==> config.mk <==
export PLATFORM = sky130hd
export DESIGN_NAME = memory_access_unit
export DESIGN_NICKNAME = d
export VERILOG_FILES = /design/src/rtl/mem_pkg.sv /design/src/rtl/mem_lane_align.sv /design/src/rtl/memory_access_unit.sv
export SDC_FILE = /design/constraint.sdc
export NUM_CORES = 1
export LEC_CHECK = 0
export ABC_AREA = 0
export BUFFER_PORTS_ARGS = -buffer_cell sky130_fd_sc_hd__buf_2
export CAP_MARGIN = 15
export CORE_MARGIN = 1
export CORE_UTILIZATION = 54
export DETAILED_ROUTE_END_ITERATION = 10
export HOLD_SLACK_MARGIN = 0.02
export PLACE_DENSITY = 0.83
export SLEW_MARGIN = 20
export SYNTH_ARGS = -nofsm -noshare
export SYNTH_HDL_FRONTEND = slang
export SYNTH_SLANG_ARGS = --single-unit
==> constraint.sdc <==
create_clock -name clock -period 2.7 [get_ports clock]
set_input_delay 0.135 -clock clock [delete_from_list [all_inputs] [get_ports clock]]
set_output_delay 0.135 -clock clock [all_outputs]
set_load 0.005 [all_outputs]
==> src/rtl/mem_pkg.sv <==
// Shared encodings for the memory access unit: funct3 sizes, FSM states,
// byte strobes and the bus command payload.
package mem_pkg;

  localparam int unsigned XLEN   = 32;
  localparam int unsigned STRB_W = 4;
  localparam int unsigned CNT_W  = 8;

  localparam logic [2:0] F3_B  = 3'b000;
  localparam logic [2:0] F3_H  = 3'b001;
  localparam logic [2:0] F3_W  = 3'b010;
  localparam logic [2:0] F3_BU = 3'b100;
  localparam logic [2:0] F3_HU = 3'b101;

  localparam logic [STRB_W-1:0] STRB_NONE = 4'b0000;
  localparam logic [STRB_W-1:0] STRB_BYTE = 4'b0001;
  localparam logic [STRB_W-1:0] STRB_HALF = 4'b0011;
  localparam logic [STRB_W-1:0] STRB_WORD = 4'b1111;

  typedef enum logic [1:0] {
    ST_IDLE = 2'd0,
    ST_REQ  = 2'd1,
    ST_RESP = 2'd2
  } mau_state_e;

  typedef struct packed {
    logic              we;
    logic [XLEN-1:0]   addr;
    logic [XLEN-1:0]   wdata;
    logic [STRB_W-1:0] wstrb;
  } bus_cmd_t;

  // Legal size/direction combination with natural alignment
  function automatic logic access_legal(input logic [2:0] f3,
                                        input logic [1:0] a_lo,
                                        input logic       is_write);
    case (f3)
      F3_B:    return 1'b1;
      F3_H:    return ~a_lo[0];
      F3_W:    return (a_lo == 2'b00);
      F3_BU:   return ~is_write;
      F3_HU:   return ~is_write & ~a_lo[0];
      default: return 1'b0;
    endcase
  endfunction

endpackage

==> src/rtl/mem_lane_align.sv <==
// Combinational byte-lane steering: store replication/strobes and load
// extraction with sign or zero extension.
module mem_lane_align
  import mem_pkg::*;
(
  input  logic [2:0]        funct3,
  input  logic [1:0]        addr_lo,
  input  logic [XLEN-1:0]   store_data,
  input  logic [XLEN-1:0]   load_word,
  output logic [XLEN-1:0]   lane_wdata,
  output logic [STRB_W-1:0] lane_wstrb,
  output logic [XLEN-1:0]   load_data
);

  logic [7:0]  ld_byte;
  logic [15:0] ld_half;

  always_comb begin
    ld_byte = load_word[{addr_lo, 3'b000} +: 8];
    ld_half = addr_lo[1] ? load_word[31:16] : load_word[15:0];
  end

  // Store lanes: narrow data is replicated, the strobe picks the live lane
  always_comb begin
    lane_wdata = store_data;
    lane_wstrb = STRB_NONE;
    case (funct3)
      F3_B: begin
        lane_wdata = {4{store_data[7:0]}};
        lane_wstrb = STRB_BYTE << addr_lo;
      end
      F3_H: begin
        lane_wdata = {2{store_data[15:0]}};
        lane_wstrb = addr_lo[1] ? STRB_W'(STRB_HALF << 2) : STRB_HALF;
      end
      F3_W: begin
        lane_wdata = store_data;
        lane_wstrb = STRB_WORD;
      end
      default: begin
        lane_wdata = store_data;
        lane_wstrb = STRB_NONE;
      end
    endcase
  end

  always_comb begin
    load_data = '0;
    case (funct3)
      F3_B:    load_data = {{24{ld_byte[7]}}, ld_byte};
      F3_H:    load_data = {{16{ld_half[15]}}, ld_half};
      F3_W:    load_data = load_word;
      F3_BU:   load_data = {24'd0, ld_byte};
      F3_HU:   load_data = {16'd0, ld_half};
      default: load_data = '0;
    endcase
  end

endmodule

==> src/rtl/memory_access_unit.sv <==
// Multicycle load/store port: turns held mem_read/mem_write levels into one
// valid/ready bus transfer and returns a single-cycle mem_response.
module memory_access_unit
  import mem_pkg::*;
#(
  parameter int unsigned TIMEOUT = 255
) (
  input  logic                clock,
  input  logic                reset,
  input  logic                mem_read,
  input  logic                mem_write,
  input  logic [XLEN-1:0]     address,
  input  logic [XLEN-1:0]     write_data,
  input  logic [2:0]          funct3,
  output logic [XLEN-1:0]     read_data,
  output logic                mem_response,
  output logic                misaligned,
  output logic                bus_error,
  output logic                bus_req,
  output logic                bus_we,
  output logic [XLEN-1:0]     bus_addr,
  output logic [XLEN-1:0]     bus_wdata,
  output logic [STRB_W-1:0]   bus_wstrb,
  input  logic                bus_ready,
  input  logic [XLEN-1:0]     bus_rdata
);

  localparam logic [CNT_W-1:0] CNT_LAST = CNT_W'(TIMEOUT - 1);

  mau_state_e        state_q, state_d;
  bus_cmd_t          cmd_q, cmd_d;
  logic              req_q, req_d;
  logic              resp_q, resp_d;
  logic              mis_q, mis_d;
  logic              err_q, err_d;
  logic [XLEN-1:0]   rdata_q, rdata_d;
  logic [CNT_W-1:0]  cnt_q, cnt_d;
  logic [2:0]        f3_q, f3_d;
  logic [1:0]        alo_q, alo_d;
  logic              wr_q, wr_d;

  logic              in_idle;
  logic [2:0]        la_f3;
  logic [1:0]        la_alo;
  logic [XLEN-1:0]   lane_wdata;
  logic [STRB_W-1:0] lane_wstrb;
  logic [XLEN-1:0]   load_data;

  // In IDLE the aligner steers incoming store data; afterwards it extracts
  // the load using the latched size and offset.
  always_comb begin
    in_idle = (state_q == ST_IDLE);
    la_f3   = in_idle ? funct3 : f3_q;
    la_alo  = in_idle ? address[1:0] : alo_q;
  end

  mem_lane_align u_lane_align (
    .funct3     (la_f3),
    .addr_lo    (la_alo),
    .store_data (write_data),
    .load_word  (bus_rdata),
    .lane_wdata (lane_wdata),
    .lane_wstrb (lane_wstrb),
    .load_data  (load_data)
  );

  always_comb begin
    state_d = state_q;
    cmd_d   = cmd_q;
    req_d   = req_q;
    resp_d  = 1'b0;
    mis_d   = mis_q;
    err_d   = err_q;
    rdata_d = rdata_q;
    cnt_d   = cnt_q;
    f3_d    = f3_q;
    alo_d   = alo_q;
    wr_d    = wr_q;

    case (state_q)
      ST_IDLE: begin
        if (mem_read || mem_write) begin
          f3_d  = funct3;
          alo_d = address[1:0];
          wr_d  = mem_write;
          cnt_d = '0;
          mis_d = 1'b0;
          err_d = 1'b0;
          if (access_legal(funct3, address[1:0], mem_write)) begin
            cmd_d.we    = mem_write;
            cmd_d.addr  = {address[31:2], 2'b00};
            cmd_d.wdata = mem_write ? lane_wdata : cmd_q.wdata;
            cmd_d.wstrb = mem_write ? lane_wstrb : STRB_NONE;
            req_d       = 1'b1;
            state_d     = ST_REQ;
          end else begin
            mis_d   = 1'b1;
            resp_d  = 1'b1;
            state_d = ST_RESP;
          end
        end
      end

      ST_REQ: begin
        if (bus_ready) begin
          req_d    = 1'b0;
          cmd_d.we = 1'b0;
          if (!wr_q) rdata_d = load_data;
          resp_d   = 1'b1;
          state_d  = ST_RESP;
        end else if (cnt_q == CNT_LAST) begin
          // Give up on the bus; a failed read reports zero data
          req_d    = 1'b0;
          cmd_d.we = 1'b0;
          err_d    = 1'b1;
          if (!wr_q) rdata_d = '0;
          resp_d   = 1'b1;
          state_d  = ST_RESP;
        end else begin
          cnt_d = cnt_q + CNT_W'(1);
        end
      end

      ST_RESP: begin
        mis_d   = 1'b0;
        err_d   = 1'b0;
        state_d = ST_IDLE;
      end

      default: begin
        state_d = ST_IDLE;
      end
    endcase
  end

  always_ff @(posedge clock or negedge reset) begin
    if (!reset) begin
      state_q <= ST_IDLE;
      cmd_q   <= '0;
      req_q   <= 1'b0;
      resp_q  <= 1'b0;
      mis_q   <= 1'b0;
      err_q   <= 1'b0;
      rdata_q <= '0;
      cnt_q   <= '0;
      f3_q    <= '0;
      alo_q   <= '0;
      wr_q    <= 1'b0;
    end else begin
      state_q <= state_d;
      cmd_q   <= cmd_d;
      req_q   <= req_d;
      resp_q  <= resp_d;
      mis_q   <= mis_d;
      err_q   <= err_d;
      rdata_q <= rdata_d;
      cnt_q   <= cnt_d;
      f3_q    <= f3_d;
      alo_q   <= alo_d;
      wr_q    <= wr_d;
    end
  end

  assign read_data    = rdata_q;
  assign mem_response = resp_q;
  assign misaligned   = mis_q;
  assign bus_error    = err_q;
  assign bus_req      = req_q;
  assign bus_we       = cmd_q.we;
  assign bus_addr     = cmd_q.addr;
  assign bus_wdata    = cmd_q.wdata;
  assign bus_wstrb    = cmd_q.wstrb;

endmodule

# Word-level counts from Yosys, hierarchy flattened
# Index checks and enable logic that the tools add are counted.
[totals]
ff_bits = 119
in_bits = 104
out_inout_bits = 105
[op_classes]
addsub = 1
eq_ne = 17
n_shift = 2
mux = 44
bitwise = 4
reduce_logical = 18
[op_table]
columns = ["operator", "n"]
rows = [
  ["2-to-1 mux 32 bit", 5],
  ["case mux 32 bit (5 select lines)", 1],
  ["2-to-1 mux 69 bit", 2],
  ["case mux 32 bit (2 select lines)", 1],
  ["indexed part select 32 x 6 -> 8 bit", 1],
  ["2-to-1 mux 8 bit", 3],
  ["2-to-1 mux 16 bit", 1],
  ["case mux 8 bit (2 select lines)", 1],
  ["AND reduction 4 bit", 4],
  ["2-to-1 mux 1 bit", 14],
  ["== test 3 bit (second input constant)", 4],
  ["case mux 4 bit (3 select lines)", 1],
  ["2-to-1 mux 2 bit", 5],
  ["adder 8 x 1 -> 8 bit (second input constant)", 1],
  ["== test 8 bit (second input constant)", 1],
  ["2-to-1 mux 4 bit", 2],
  ["case mux 1 bit (2 select lines)", 4],
  ["== test 3 x 1 -> 1 bit (second input constant)", 2],
  ["== test 3 x 2 -> 1 bit (second input constant)", 2],
  ["zero test 3 bit", 2],
  ["inequality test 2 bit (second input constant)", 3],
  ["AND reduction 2 bit", 3],
  ["AND reduction 3 bit", 2],
  ["nonzero test 2 bit", 3],
  ["14 further kinds", 18],
]

# Longest topological paths before layout
[depth]
depth_word = 8
ltp_mapped = 9
depth_no_buf = 7

# By module
# A second synthesis with hierarchy kept.
[unflattened]
cells_unflattened = 503
hier_area_um2 = 6074.6
[modules_own_cells]
columns = ["mod", "instances", "cells_each", "area_per_inst_um2"]
rows = [
  ["memory_access_unit", 1, 332, 4873.4],
  ["mem_lane_align", 1, 171, 1201.2],
]

# Worst setup path after synthesis
# Ideal clock, no wire load.
[synth_path]
path_type = "reg-to-reg"
start = "register cnt_q[0]"
end = "register rdata_q[13], in the netlist read_data[13]"
setup_time_ns = 0.077
t_arrival_ns = 1.718
slack_ns = 0.905
path_stages_with_launch = 10
path_buffers = 2
cell_sequence = "dfrtp_1 -> inv_1 -> ha_1 -> and3_1 -> a21oi_2 -> nand2b_1 -> buf_2 -> buf_2 -> a21oi_1 -> a21oi_1"
[synth_between]
elab_chain_len = 3
[synth_rtl]
columns = ["item", "line_no", "source"]
rows = [
  ["start: declaration", "memory_access_unit.sv:37", "logic [CNT_W-1:0] cnt_q, cnt_d;"],
  ["start signal: assignment", "memory_access_unit.sv:157", "cnt_q <= cnt_d;"],
  ["== test 8 bit", "memory_access_unit.sv:111", "end else if (cnt_q == CNT_LAST) begin"],
  ["nonzero test 2 bit (no line)", "n/a", ""],
  ["AND reduction 3 bit (no line)", "n/a", ""],
  ["end signal: assignment", "memory_access_unit.sv:156", "rdata_q <= rdata_d;"],
  ["end: declaration", "memory_access_unit.sv:36", "logic [XLEN-1:0] rdata_q, rdata_d;"],
]
# No other way between the ends.
# A chain may end at the register's enable or synchronous reset.

# Worst setup path after layout
[layout_path]
start = "register state_q[1]"
end = "register cmd_q (netlist bit bus_wdata[26])"
[layout_between]
elab_chain_len = 4
word_cells_on_any_way = 6
cone_classes = "eq/ne (1); mux (2); reduce/logical (3)"
[layout_rtl]
columns = ["item", "line_no", "source"]
rows = [
  ["start: declaration", "memory_access_unit.sv:30", "mau_state_e state_q, state_d;"],
  ["start signal: assignment", "memory_access_unit.sv:150", "state_q <= state_d;"],
  ["zero test 2 bit *", "memory_access_unit.sv:52, memory_access_unit.sv:80", ""],
  ["2-to-1 mux 3 bit", "memory_access_unit.sv:53", "la_f3 = in_idle ? funct3 : f3_q;"],
  ["== test 3 x 1 -> 1 bit or zero test 3 bit (tied branches)", "mem_lane_align.sv:27", "case (funct3)"],
  ["case mux 32 bit (2 select lines)", "mem_lane_align.sv:27", ""],
  ["end signal: assignment", "memory_access_unit.sv:151", "cmd_q <= cmd_d;"],
  ["end: declaration", "memory_access_unit.sv:31", "bus_cmd_t cmd_q, cmd_d;"],
]
# Every way passes the cells marked *; elsewhere a longest branch is shown, timed or not.

==> run metrics <==
maximum clock rate=376.7 MHz; Worst Setup End Kind=register; largest cells by area after synthesis=dfrtp_1 52%, mux2_2 6.9%, nand2_1 4.5%; Core Rows=37; overall global routing resource usage=36.25%; reg2reg start=state_q[1]; worst hold slack=approximately 0.049 ns; register area share after synthesis=52.33%; Syn. warnings=0; clk_skew=0.01149 ns; HPWL after DPL=between 10000 and 15000 um; CTS tree=built; antenna violations before repair=0; r2r endpoint=bus_wdata[26]; final total power=8468 uW; status=finished, final reports clean; synthesized flop and latch total=119; Routed WL=about 19000 um; FF-to-FF path depth=6; sw frac=36.24%; # setup viols final=0; I/O pins=209; gpl congestion=between 0.8 and 0.9; Final Critical Period=2.655 ns; crit-path max FO=15; Inst Count DP=between 800 and 900; worst reg-to-reg setup slack=0.05 ns; Syn-to-layout area delta=47.34%; drt wl/cell=19.81 um; hold depth=3; Slew Viols, Final=0; DR vias=roughly 6000; Post-synth ARST share=100.0%; hold_sp=bus_rdata[10]; clock latency on the worst-skew pair=approximately 0.51 ns; Clock Path Buffers=2; P_leak=roughly 0.0041 uW; Reg clk slew, reported paths=about 0.07 ns; EDFF count, synth=0; top post-synthesis cells by count=119 x dfrtp_1, 68 x nand2_1, 46 x o21ai_0, 35 x mux2_2; GRT overflow=0; synth unique cells=67; CTS Root Cell=clkbuf_8; DRC=0; Required @ worst endpoint=3.11 ns; Synth Flop Type=dfrtp_1; most common cell in the netlist=dfrtp_1; Hold Violations, Final=0; initial core utilization=55.37%; Worst EP arrival=3.06 ns; Comb power frac=about two fifths; max incr delay on CP=0.57 ns; Synth area leader=dfrtp_1; post-route ant nets=0; unrepaired setup endpoints after global routing=yes; die area=0.01095 mm^2; Switch Pwr=~3100 uW; Post-Synthesis Cells=518; post-synthesis area per instance=10.99 um^2; Worst path slowest cell=dlygate4sd3_1; total of max-cap violations=0; DRT Pass-1 Iters=10; Min-Delay Path Class=in2reg; Num Clock Sinks=around 120; die width=104.7 um; Final Non-Filler Cells=974; Avg Vias per Cell=6.018; share of layout cells above drive strength 1=36.40%; Layout fillers=580; nets=932; top cell type's share of synthesized area=a little over half; detailed router's first-iteration violation count=583; die height=104.7 um; setup bufs post-CTS=0; number of diodes=0; internal power=5399 uW; hold endpoint=read_data[10]; sequential share of power=36.2%; clock network power share=around a quarter; Post-Syn Area=0.005690 mm^2; core area=0.01028 mm^2; cts bufs inserted=17; first-pass GRT wire length=30980 um; PwrDens=just over 1000 mW/mm^2; largest net degree at the start of global routing=74; critical-path cell list=or2_1 > mux2_4 > nor2_4 > a222oi_1 > dlygate4sd3_1 > o21ai_0; CP delay by family, top=simple AND/OR/NAND/NOR gates; final worst path period share=98.33%; Buf/Inv on CP=1; H-tree depth=4; CP Launch Type=register; slew margin rel.=44.29%; critical path type=reg2reg; port buffer count=roughly 200; Worst Tran Pin Value=0.8327 ns; Post-Route Setup TNS=0 ns; peak supply drop=between 0.5 and 0.6 mV; number of global-route vias before repair=5986
## metal layers
layer / wire length (um) / GRT usage, % / up-vias / share of wire (%)
met5: 0 / 0 / - / 0
met4: 750 / 17.71 / 0 / 3.9
met3: 1598 / 7.923 / 80 / 8.3
met2: 9644 / 61.16 / 396 / 50
met1: 7303 / 44.13 / 2846 / 38
li1: - / - / 2540 / -
## worst min-delay path, stage by stage
cell,delay (ns)
buf_2,0.10
a222oi_1,0.09
a21oi_1,0.18
## worst max path at each step
stage,start,to,slack (ns),depth (start not counted)
after floorplan,cnt_q[0],read_data[13],0.90,9
after CTS,state_q[1],bus_wdata[30],0.19,7
after detailed placement,state_q[0],read_data[15],0.34,6
after global placement,state_q[0],read_data[15],0.44,6
final,state_q[1],bus_wdata[26],0.05,6
after global routing,state_q[0],read_data[29],-0.03,6
## stage by stage
step                worst slack [ns]  instance area [um^2]  utilization [%]
CTS                           0.1866                  8379            81.53
finish                       0.04522                  8384            81.58
global placement              0.4380                  6773            65.90
detailed placement            0.3395                  6773            65.90
global route                -0.03145                  8384            81.58
floorplan                     0.9045                  5694                -
## registers in the layout, indices dropped and copies added, names as in the netlist
| signal | count |
|---|---|
| bus_error | 1 |
| misaligned | 1 |
| bus_req | 1 |
| state_q | 2 |
| bus_wdata | 32 |
| mem_response | 1 |
| read_data | 32 |
| bus_addr | 30 |
| bus_we | 1 |
| f3_q | 3 |
| alo_q | 2 |
| bus_wstrb | 4 |
| wr_q | 1 |
| cnt_q | 8 |
## cell families after synthesis
| kind of cell | share of synthesized area, % |
|---|---|
| simple gates | 12.86 |
| other cells | 0.06590 |
| compound gates | 18.71 |
| mux | 10.88 |
| xor+xnor | 0.7697 |
| buf+inv | 3.936 |
| fa+ha+maj | 0.4397 |
| flops | 52.33 |
## timing repair
action | CTS | global route
hold buffers | 104 | 0
endpoints found under the setup margin | 0 | 5
resized for setup | 0 | 1
hold endpoints to repair | 145 | 0
## power by group through the flow
stage	Clock [uW]	Combinational, uW	Sequential [uW]
after floorplan	0	1680	3010
after global placement	0	2830	2960
after detailed placement	0	2910	3020
after CTS	2160	3080	2990
after global routing	2260	3490	3120
final	2170	3230	3060
## area by class of cell
cell class / count / area (um^2) / share of cell area, %
flip-flops and latches: 119 / 2978 / 35.52
multi-input cells: 365 / 2497 / 29.79
repair buffers: 320 / 2162 / 25.79
clock buffers: 17 / 414.1 / 4.940
well taps: 136 / 170.2 / 2.030
clock inverters: 14 / 151.4 / 1.806
inverters: 3 / 11.26 / 0.1343
## placed cells by master, fill, tap and decap left out, types with 5 or more instances in the layout
| cell | instances |
|---|---|
| o21a_1 | 5 |
| o2bb2ai_1 | 6 |
| buf_4 | 10 |
| nand2_1 | 68 |
| mux2i_1 | 21 |
| clkbuf_16 | 16 |
| mux2_2 | 35 |
| o21ai_0 | 46 |
| a21oi_1 | 18 |
| nand3_1 | 21 |
| a22o_1 | 6 |
| dfrtp_1 | 119 |
| o21ai_1 | 6 |
| buf_2 | 205 |
| a222oi_1 | 12 |
| nor2_1 | 19 |
| dlygate4sd3_1 | 104 |
| nor3_1 | 6 |
| clkinvlp_4 | 5 |
| a31oi_1 | 7 |
| a22oi_1 | 20 |
No activity file was read; power rests on OpenSTA's default activity.
